## src/rtl/prog_loader_pkg.sv

```systemverilog
// ---------------------------------------------------------------------------
// prog_loader_pkg
//
// Shared attributes for the instruction ROM and the loader that feeds its
// programming port: instruction word geometry, ROM depth, the frame start
// marker and the loader state encoding.
//
// Contents:
//    IR_WIDTH        width of one instruction word
//    ROM_DEPTH       number of words the ROM holds
//    BPW             bytes per instruction word on the byte stream
//    ADDR_WIDTH      ROM address width
//    PROG_SYNC_BYTE  default frame start marker
//    ir_word_t       one instruction word
//    rom_addr_t      one ROM address
//    prog_ld_state_t loader FSM states
//
// Optional feature macro used by the loader: PROG_LOADER_CKSUM_EN
// ---------------------------------------------------------------------------
package prog_loader_pkg;

   localparam int IR_WIDTH   = 16;
   localparam int ROM_DEPTH  = 64;
   localparam int BPW        = (IR_WIDTH + 7) / 8;
   localparam int ADDR_WIDTH = (ROM_DEPTH > 1) ? $clog2(ROM_DEPTH) : 1;

   localparam logic [7:0] PROG_SYNC_BYTE = 8'hA5;

   typedef logic [IR_WIDTH-1:0]   ir_word_t;
   typedef logic [ADDR_WIDTH-1:0] rom_addr_t;

   // S_HDR0/S_HDR1 collect the little-endian word count, S_ASM gathers the
   // bytes of one word, S_LO/S_AVAIL/S_REL run the ROM handshake for it.
   typedef enum logic [3:0] {
      S_IDLE  = 4'd0,
      S_HDR0  = 4'd1,
      S_HDR1  = 4'd2,
      S_ASM   = 4'd3,
      S_LO    = 4'd4,
      S_AVAIL = 4'd5,
      S_REL   = 4'd6,
      S_TAIL  = 4'd7,
      S_DONE  = 4'd8
   } prog_ld_state_t;

endpackage

```

## src/rtl/prog_loader.sv

```systemverilog
// ---------------------------------------------------------------------------
// prog_loader
//
// Sits between a UART receiver and the instruction ROM programming port.
// It accepts a framed byte stream
//    SYNC_BYTE, COUNT[7:0], COUNT[15:8], COUNT words of BPW bytes each
//    (little-endian), optionally followed by one checksum byte,
// assembles the bytes into instruction words and hands them to the ROM one
// at a time using the prog / p_avail / p_d_in / p_ready / p_lo_ack handshake.
//
// Ports:
//    clk       in   system clock
//    rst_n     in   asynchronous active-low reset
//    rx_data   in   incoming byte
//    rx_valid  in   rx_data valid
//    rx_ready  out  byte accepted when rx_valid & rx_ready
//    prog      out  programming session active (ROM prog)
//    p_avail   out  p_d_in valid towards the ROM
//    p_d_in    out  instruction word being written
//    p_ready   in   ROM committed the current word
//    p_lo_ack  in   ROM idle, ready for the next word
//    busy      out  frame in progress
//    done      out  one-cycle pulse: frame completed, prog released
//    err       out  sticky error, cleared by the next SYNC_BYTE
//
// Optional feature: define PROG_LOADER_CKSUM_EN to require a trailing byte
// equal to the XOR of every byte after SYNC_BYTE. A mismatch raises err but
// the frame still completes normally (words already written stay in the ROM).
// Without the macro there is no checksum byte and err only flags an
// oversized word count.
// ---------------------------------------------------------------------------
module prog_loader
   import prog_loader_pkg::*;
#(
   parameter logic [7:0] SYNC_BYTE = PROG_SYNC_BYTE,
   parameter int         MAX_WORDS = ROM_DEPTH
) (
   input  logic                clk,
   input  logic                rst_n,
   input  logic [7:0]          rx_data,
   input  logic                rx_valid,
   output logic                rx_ready,
   output logic                prog,
   output logic                p_avail,
   output logic [IR_WIDTH-1:0] p_d_in,
   input  logic                p_ready,
   input  logic                p_lo_ack,
   output logic                busy,
   output logic                done,
   output logic                err
);

   localparam int               IDX_W     = (BPW > 1) ? $clog2(BPW) : 1;
   localparam logic [IDX_W-1:0] LAST_IDX  = IDX_W'(BPW - 1);
   localparam logic [15:0]      MAX_COUNT = MAX_WORDS[15:0];

   prog_ld_state_t   state;
   prog_ld_state_t   state_nxt;

   logic             live;
   logic             accept;
   logic [15:0]      count;
   logic [15:0]      hdr_count;
   logic [15:0]      word_cnt;
   logic [15:0]      word_cnt_inc;
   logic [IDX_W-1:0] byte_idx;
   logic             last_byte;
   logic [BPW*8-1:0] asm_buf;

`ifdef PROG_LOADER_CKSUM_EN
   logic [7:0]       cksum;
`endif

   assign accept       = rx_valid & rx_ready;
   assign hdr_count    = {rx_data, count[7:0]};
   assign word_cnt_inc = word_cnt + 16'd1;
   assign last_byte    = (byte_idx == LAST_IDX);
   assign p_d_in       = asm_buf[IR_WIDTH-1:0];

   // State register. Reset drops straight to S_IDLE, which in turn pulls
   // prog, p_avail and busy low in the same cycle as the reset assertion.
   always_ff @(posedge clk or negedge rst_n) begin
      if (!rst_n) begin
         state <= S_IDLE;
      end else begin
         state <= state_nxt;
      end
   end

   // Next-state logic. Words are committed strictly in the order
   // S_ASM -> S_LO -> S_AVAIL -> S_REL -> S_ASM so that p_avail can only
   // rise after the ROM has reported idle via p_lo_ack.
   always_comb begin
      state_nxt = state;
      unique case (state)
         S_IDLE: begin
            if (accept && (rx_data == SYNC_BYTE)) begin
               state_nxt = S_HDR0;
            end
         end
         S_HDR0: begin
            if (accept) begin
               state_nxt = S_HDR1;
            end
         end
         S_HDR1: begin
            if (accept) begin
               if (hdr_count == 16'd0) begin
                  state_nxt = S_DONE;
               end else if (hdr_count > MAX_COUNT) begin
                  state_nxt = S_IDLE;
               end else begin
                  state_nxt = S_ASM;
               end
            end
         end
         S_ASM: begin
            if (accept && last_byte) begin
               state_nxt = S_LO;
            end
         end
         S_LO: begin
            if (p_lo_ack) begin
               state_nxt = S_AVAIL;
            end
         end
         S_AVAIL: begin
            if (p_ready) begin
               state_nxt = (word_cnt_inc == count) ? S_TAIL : S_REL;
            end
         end
         S_REL: begin
            if (p_lo_ack) begin
               state_nxt = S_ASM;
            end
         end
         S_TAIL: begin
`ifdef PROG_LOADER_CKSUM_EN
            if (accept) begin
               state_nxt = S_DONE;
            end
`else
            state_nxt = S_DONE;
`endif
         end
         S_DONE: begin
            state_nxt = S_IDLE;
         end
         default: begin
            state_nxt = S_IDLE;
         end
      endcase
   end

   // Output decode. Everything except rx_ready is a pure function of the
   // state register, so the ROM-facing signals are glitch-free and prog is
   // high continuously from the first word until S_DONE. rx_ready is also
   // gated by live so that every output reads 0 while reset is held.
   always_comb begin
      rx_ready = 1'b0;
      prog     = 1'b0;
      p_avail  = 1'b0;
      busy     = 1'b1;
      done     = 1'b0;
      unique case (state)
         S_IDLE: begin
            rx_ready = live;
            busy     = 1'b0;
         end
         S_HDR0, S_HDR1: begin
            rx_ready = live;
         end
         S_ASM: begin
            rx_ready = live;
            prog     = 1'b1;
         end
         S_LO, S_REL: begin
            prog = 1'b1;
         end
         S_AVAIL: begin
            prog    = 1'b1;
            p_avail = 1'b1;
         end
         S_TAIL: begin
            prog = 1'b1;
`ifdef PROG_LOADER_CKSUM_EN
            rx_ready = live;
`endif
         end
         S_DONE: begin
            busy = 1'b0;
            done = 1'b1;
         end
         default: begin
            busy = 1'b0;
         end
      endcase
   end

   // Datapath: header count, word assembler, committed-word counter, the
   // sticky error flag and (optionally) the running checksum. The assembler
   // only writes in S_ASM, which guarantees p_d_in never moves while
   // p_avail is high.
   always_ff @(posedge clk or negedge rst_n) begin
      if (!rst_n) begin
         live     <= 1'b0;
         count    <= 16'd0;
         word_cnt <= 16'd0;
         byte_idx <= '0;
         asm_buf  <= '0;
         err      <= 1'b0;
`ifdef PROG_LOADER_CKSUM_EN
         cksum    <= 8'd0;
`endif
      end else begin
         live <= 1'b1;
         unique case (state)
            S_IDLE: begin
               if (accept && (rx_data == SYNC_BYTE)) begin
                  err      <= 1'b0;
                  count    <= 16'd0;
                  word_cnt <= 16'd0;
                  byte_idx <= '0;
`ifdef PROG_LOADER_CKSUM_EN
                  cksum    <= 8'd0;
`endif
               end
            end
            S_HDR0: begin
               if (accept) begin
                  count[7:0] <= rx_data;
`ifdef PROG_LOADER_CKSUM_EN
                  cksum      <= cksum ^ rx_data;
`endif
               end
            end
            S_HDR1: begin
               if (accept) begin
                  count[15:8] <= rx_data;
`ifdef PROG_LOADER_CKSUM_EN
                  cksum       <= cksum ^ rx_data;
`endif
                  if (hdr_count > MAX_COUNT) begin
                     err <= 1'b1;
                  end
               end
            end
            S_ASM: begin
               if (accept) begin
                  asm_buf[8*byte_idx +: 8] <= rx_data;
                  byte_idx <= last_byte ? '0 : byte_idx + 1'b1;
`ifdef PROG_LOADER_CKSUM_EN
                  cksum    <= cksum ^ rx_data;
`endif
               end
            end
            S_AVAIL: begin
               if (p_ready) begin
                  word_cnt <= word_cnt_inc;
               end
            end
            S_TAIL: begin
`ifdef PROG_LOADER_CKSUM_EN
               if (accept && (rx_data != cksum)) begin
                  err <= 1'b1;
               end
`endif
            end
            default: begin
            end
         endcase
      end
   end

endmodule

```

## config.mk

```make
export PLATFORM = sky130hd
export DESIGN_NAME = prog_loader
export DESIGN_NICKNAME = d
export VERILOG_FILES = /design/src/rtl/prog_loader_pkg.sv /design/src/rtl/prog_loader.sv
export SDC_FILE = /design/constraint.sdc
export NUM_CORES = 1
export LEC_CHECK = 0
export BUFFER_PORTS_ARGS = -buffer_cell sky130_fd_sc_hd__clkbuf_2
export CORE_MARGIN = 5
export CORE_UTILIZATION = 60
export DETAILED_ROUTE_END_ITERATION = 6
export PLACE_DENSITY_LB_ADDON = 0.05
export SETUP_SLACK_MARGIN = 0.15
export SYNTH_ARGS = -nofsm -noshare
export SYNTH_HDL_FRONTEND = slang
export SYNTH_SLANG_ARGS = --single-unit
export TNS_END_PERCENT = 30
```

## constraint.sdc

```tcl
create_clock -name clk -period 4.6 [get_ports clk]
set_input_delay 0.92 -clock clk [delete_from_list [all_inputs] [get_ports clk]]
set_output_delay 0.92 -clock clk [all_outputs]
set_load 0.005 [all_outputs]
```

==> impl_summary.log <==
[metrics] status: completed
[metrics] pin count of the biggest net entering global routing: 41
[metrics] half-perimeter wire length after placement: 4879 um
[metrics] Antenna Cells: 0
[metrics] buffering stage count on the worst path with inverters included: 2
[metrics] multi-input combinational cell area: 1528 sq um
[metrics] data arrival at the endpoint of the critical path: 3.38 ns
[metrics] slowest cell on the critical path: sky130_fd_sc_hd__or4_1
[metrics] maximum root-to-sink buffer count: 2
[metrics] number of buffers inserted by hold repair at cts: 0
[metrics] number of CTS-inserted buffers: 5
[metrics] die width: 80.88 um
[metrics] Slew Viols, Final: 0
[metrics] setup repair after global routing missed its margin: no
[metrics] vias per cell: 5.821
[metrics] path type of the worst setup path: in2reg
[metrics] worst-case reg-to-reg path depth: 6
[metrics] Worst Max-Slew Pin Slew: 1.104 ns
[metrics] CP cell instances: clkbuf_2, or4_1, o31ai_2, inv_2, or2_4, nor4_4, mux2_2
[metrics] post-synthesis instance area: 3014 sq um
[metrics] Layout Skew: 0.003369 ns
[metrics] CP top delay family: simple AND/OR/NAND/NOR gates
[metrics] area of all sequential standard cells: 1376 sq um
[metrics] dominant register cell in the synthesized netlist: sky130_fd_sc_hd__dfrtp_1
[metrics] total negative slack: 0 ns
[metrics] number of vias in the routed layout: 2468
[metrics] antenna violations before repair: 0
[metrics] count of port buffers added during placement: 34
[metrics] Final Hold Viols: 0
[metrics] Highest Clock Rate: 314.9 MHz
[metrics] area of the die: 6541 sq um
[metrics] Total Nets Final: 370
[metrics] most frequent standard cell in the layout excluding fill and tap cells: sky130_fd_sc_hd__dfrtp_1
[metrics] FF+latch count, synth: 55
[metrics] total global routing track utilization: 0.2261
[metrics] type of element capturing the critical path: register
[metrics] # Max-Cap Violations: 0
[metrics] fraction of power consumed by combinational cells: 0.407
[metrics] power density over the cells: 545.4 nW/um^2
[metrics] fill cell count: 403
[metrics] height of the die: 80.88 um
[metrics] Post-CTS Setup Inserts: 0
[metrics] highest cell delay on the worst timing path: 0.57 ns
[metrics] number of endpoints failing setup at the final stage: 0
[metrics] Placement Rows: 25
[metrics] post-route standard cell area excluding fillers: 3311 sq um
[metrics] I/O pin cnt: 35
[metrics] Layout area overhead: 9.838%
[metrics] Post-synth ARST share: 1.000
[metrics] crit share post-route: 0.6903
[metrics] number of DRC violations after detailed routing: 0
[metrics] switching share of power: 0.4024
[metrics] Clock Tree Root: sky130_fd_sc_hd__clkbuf_8
[metrics] first drt pass iteration count: 4
[metrics] clock-pin slew of the registers on the worst-case setup and hold paths: 0.10 ns
[metrics] Static Leakage: 1.437 nW
[metrics] Critical Path Start Type: input pin
[metrics] net count after synthesis: 345
[metrics] Max IR drop VDD: 0.0003256 V
[metrics] count of flip-flops with a built-in enable after synthesis: 0
[metrics] proportion of layout cells with a drive suffix above 1: 0.1961
[metrics] critical path depth in cells: 7
[metrics] worst-path maximum fanout: 9
[metrics] latest clock arrival within the worst-skew pair: 0.31 ns
[metrics] Crit path required time: 4.80 ns
[metrics] weighted congestion at the end of routability-driven global placement: 0.8630
[metrics] mean area per synthesized cell: 9.106 sq um
[metrics] detail-routed net length per standard cell: 15.50 um
[metrics] setup slack of the worst register-to-register path: 1.95 ns
[metrics] violation count after the first detailed-route iteration: 160
[metrics] wirelength, routed: 6570 um
[metrics] CTS tree: built
[metrics] Antenna Violating Nets Remaining: 0
[metrics] initial core utilization: 0.6298
[metrics] final period demand of the worst path: 3.176 ns
[metrics] gr ovfl total: 0
[metrics] proportion of power drawn by the clock network: 0.152
[metrics] switching power: 726.6 uW
[metrics] number of sinks handled by clock tree synthesis: 55
[metrics] number of global-route vias before repair: 2354
[metrics] register share of total power: 0.441
[metrics] Mapped Cells: 331
[metrics] internal cell power: 1.079 mW
[metrics] Placed Area: 3218 sq um
[metrics] proportion of synthesized chip area in sequential cells: 0.4566
[metrics] count of distinct cell types in the synthesized netlist: 47
[metrics] first-pass GRT wire length: 11620 um
[metrics] headroom to the max-slew limit: 0.2582
[metrics] Core Region: 4786 sq um
[metrics] min-delay worst type: in2async
[metrics] most frequent cells in the layout: sky130_fd_sc_hd__dfrtp_1 (55), sky130_fd_sc_hd__o21ai_0 (49), sky130_fd_sc_hd__nand2_1 (40), sky130_fd_sc_hd__clkbuf_2 (34), sky130_fd_sc_hd__nor2_1 (25)
[metrics] post_cts resized: 0
[metrics] H-tree levels: 2
[metrics] yosys synthesis warning count: 0
==> cell type report <==
cell class                 instances  area share
multi-input combinational        247      0.4615
sequential                        55      0.4157
timing repair buffer              37     0.05820
tap                               67     0.02532
clock buffer                       5     0.02079
inverter                          10     0.01134
clock inverter                     3    0.007181
==> sequential cells by signal, indices dropped and copies added, names as in the netlist <==
register / count
count: 16
p_d_in: 16
word_cnt: 16
state: 4
byte_idx: 1
err: 1
live: 1
==> kinds of logic (layout without fill, tap and decap cells) <==
group,count (synthesis),in the layout,share of synthesized area
other,1,1,0.001244
AOI/OAI and AO/OA,82,82,0.1652
and+or+nand+nor,120,120,0.1972
muxes,18,18,0.06642
xor gates and xnor gates,25,25,0.07264
buffers and inverters,29,55,0.03652
DFF,55,55,0.4566
adders and majority gates,1,1,0.004150
==> per-layer routing <==
| metal | GRT usage | part of all wire |
|---|---|---|
| met5 | 0 | 0 |
| met2 | 0.3563 | 0.48 |
| met4 | 0.06250 | 0.0078 |
| met3 | 0.03548 | 0.049 |
| met1 | 0.3243 | 0.47 |
==> power by group through the flow <==
stage | Sequential (mW) | Clock, mW | Combinational, mW
6_report | 0.796 | 0.274 | 0.736
3_5_place_dp | 0.801 | 0 | 0.738
4_1_cts | 0.793 | 0.278 | 0.743
2_1_floorplan | 0.723 | 0 | 0.578
5_1_grt | 0.828 | 0.298 | 0.839
3_3_place_gp | 0.802 | 0 | 0.719
==> synth_stat cells (2+ instances only) <==
cell type,count,area (sq um)
sky130_fd_sc_hd__nor2_1,25,93.84
sky130_fd_sc_hd__a21oi_1,7,35.03
sky130_fd_sc_hd__a31oi_1,6,37.54
sky130_fd_sc_hd__nand3_1,13,65.06
sky130_fd_sc_hd__and2_1,5,31.28
sky130_fd_sc_hd__mux2_2,16,180.2
sky130_fd_sc_hd__inv_1,9,33.78
sky130_fd_sc_hd__nand2b_1,2,12.51
sky130_fd_sc_hd__xnor2_1,17,148.9
sky130_fd_sc_hd__o31ai_1,2,15.01
sky130_fd_sc_hd__o32a_1,2,20.02
sky130_fd_sc_hd__o21ai_0,49,245.2
sky130_fd_sc_hd__mux2i_1,2,20.02
sky130_fd_sc_hd__xor2_1,8,70.07
sky130_fd_sc_hd__nand2_1,40,150.1
sky130_fd_sc_hd__buf_1,3,11.26
sky130_fd_sc_hd__clkbuf_1,15,56.30
sky130_fd_sc_hd__nor4_1,5,31.28
sky130_fd_sc_hd__a211oi_1,2,15.01
sky130_fd_sc_hd__nor3b_1,3,22.52
sky130_fd_sc_hd__nand4_1,8,50.05
sky130_fd_sc_hd__nor3_1,7,35.03
sky130_fd_sc_hd__a22o_1,3,26.28
sky130_fd_sc_hd__and3_1,5,31.28
sky130_fd_sc_hd__dfrtp_1,55,1376
==> stage by stage <==
stage	hold WS [ns]	power, mW	cells	worst slack (ns)	util
after floorplan	0.4689	1.301	331	1.468	-
after global placement	0.4832	1.521	416	1.119	0.6724
after detailed placement	0.4962	1.539	416	1.061	0.6724
after CTS	0.5205	1.815	424	1.398	0.6918
after global routing	0.5384	1.965	424	1.082	0.6918
final	0.5161	1.806	424	1.424	0.6918
==> worst paths after layout <==
| kind | start | end |
|---|---|---|
| worst max-delay path | rx_data[6] | p_d_in[11] |
| worst min-delay path | rst_n | word_cnt[12] |
| worst max register to register | state[0] | err |
| worst min register to register | count[15] | count[15] |
| max in group asynchronous | rst_n | count[8] |
| min in group clk | count[15] | count[15] |
No activity file was read; power rests on OpenSTA's default activity.
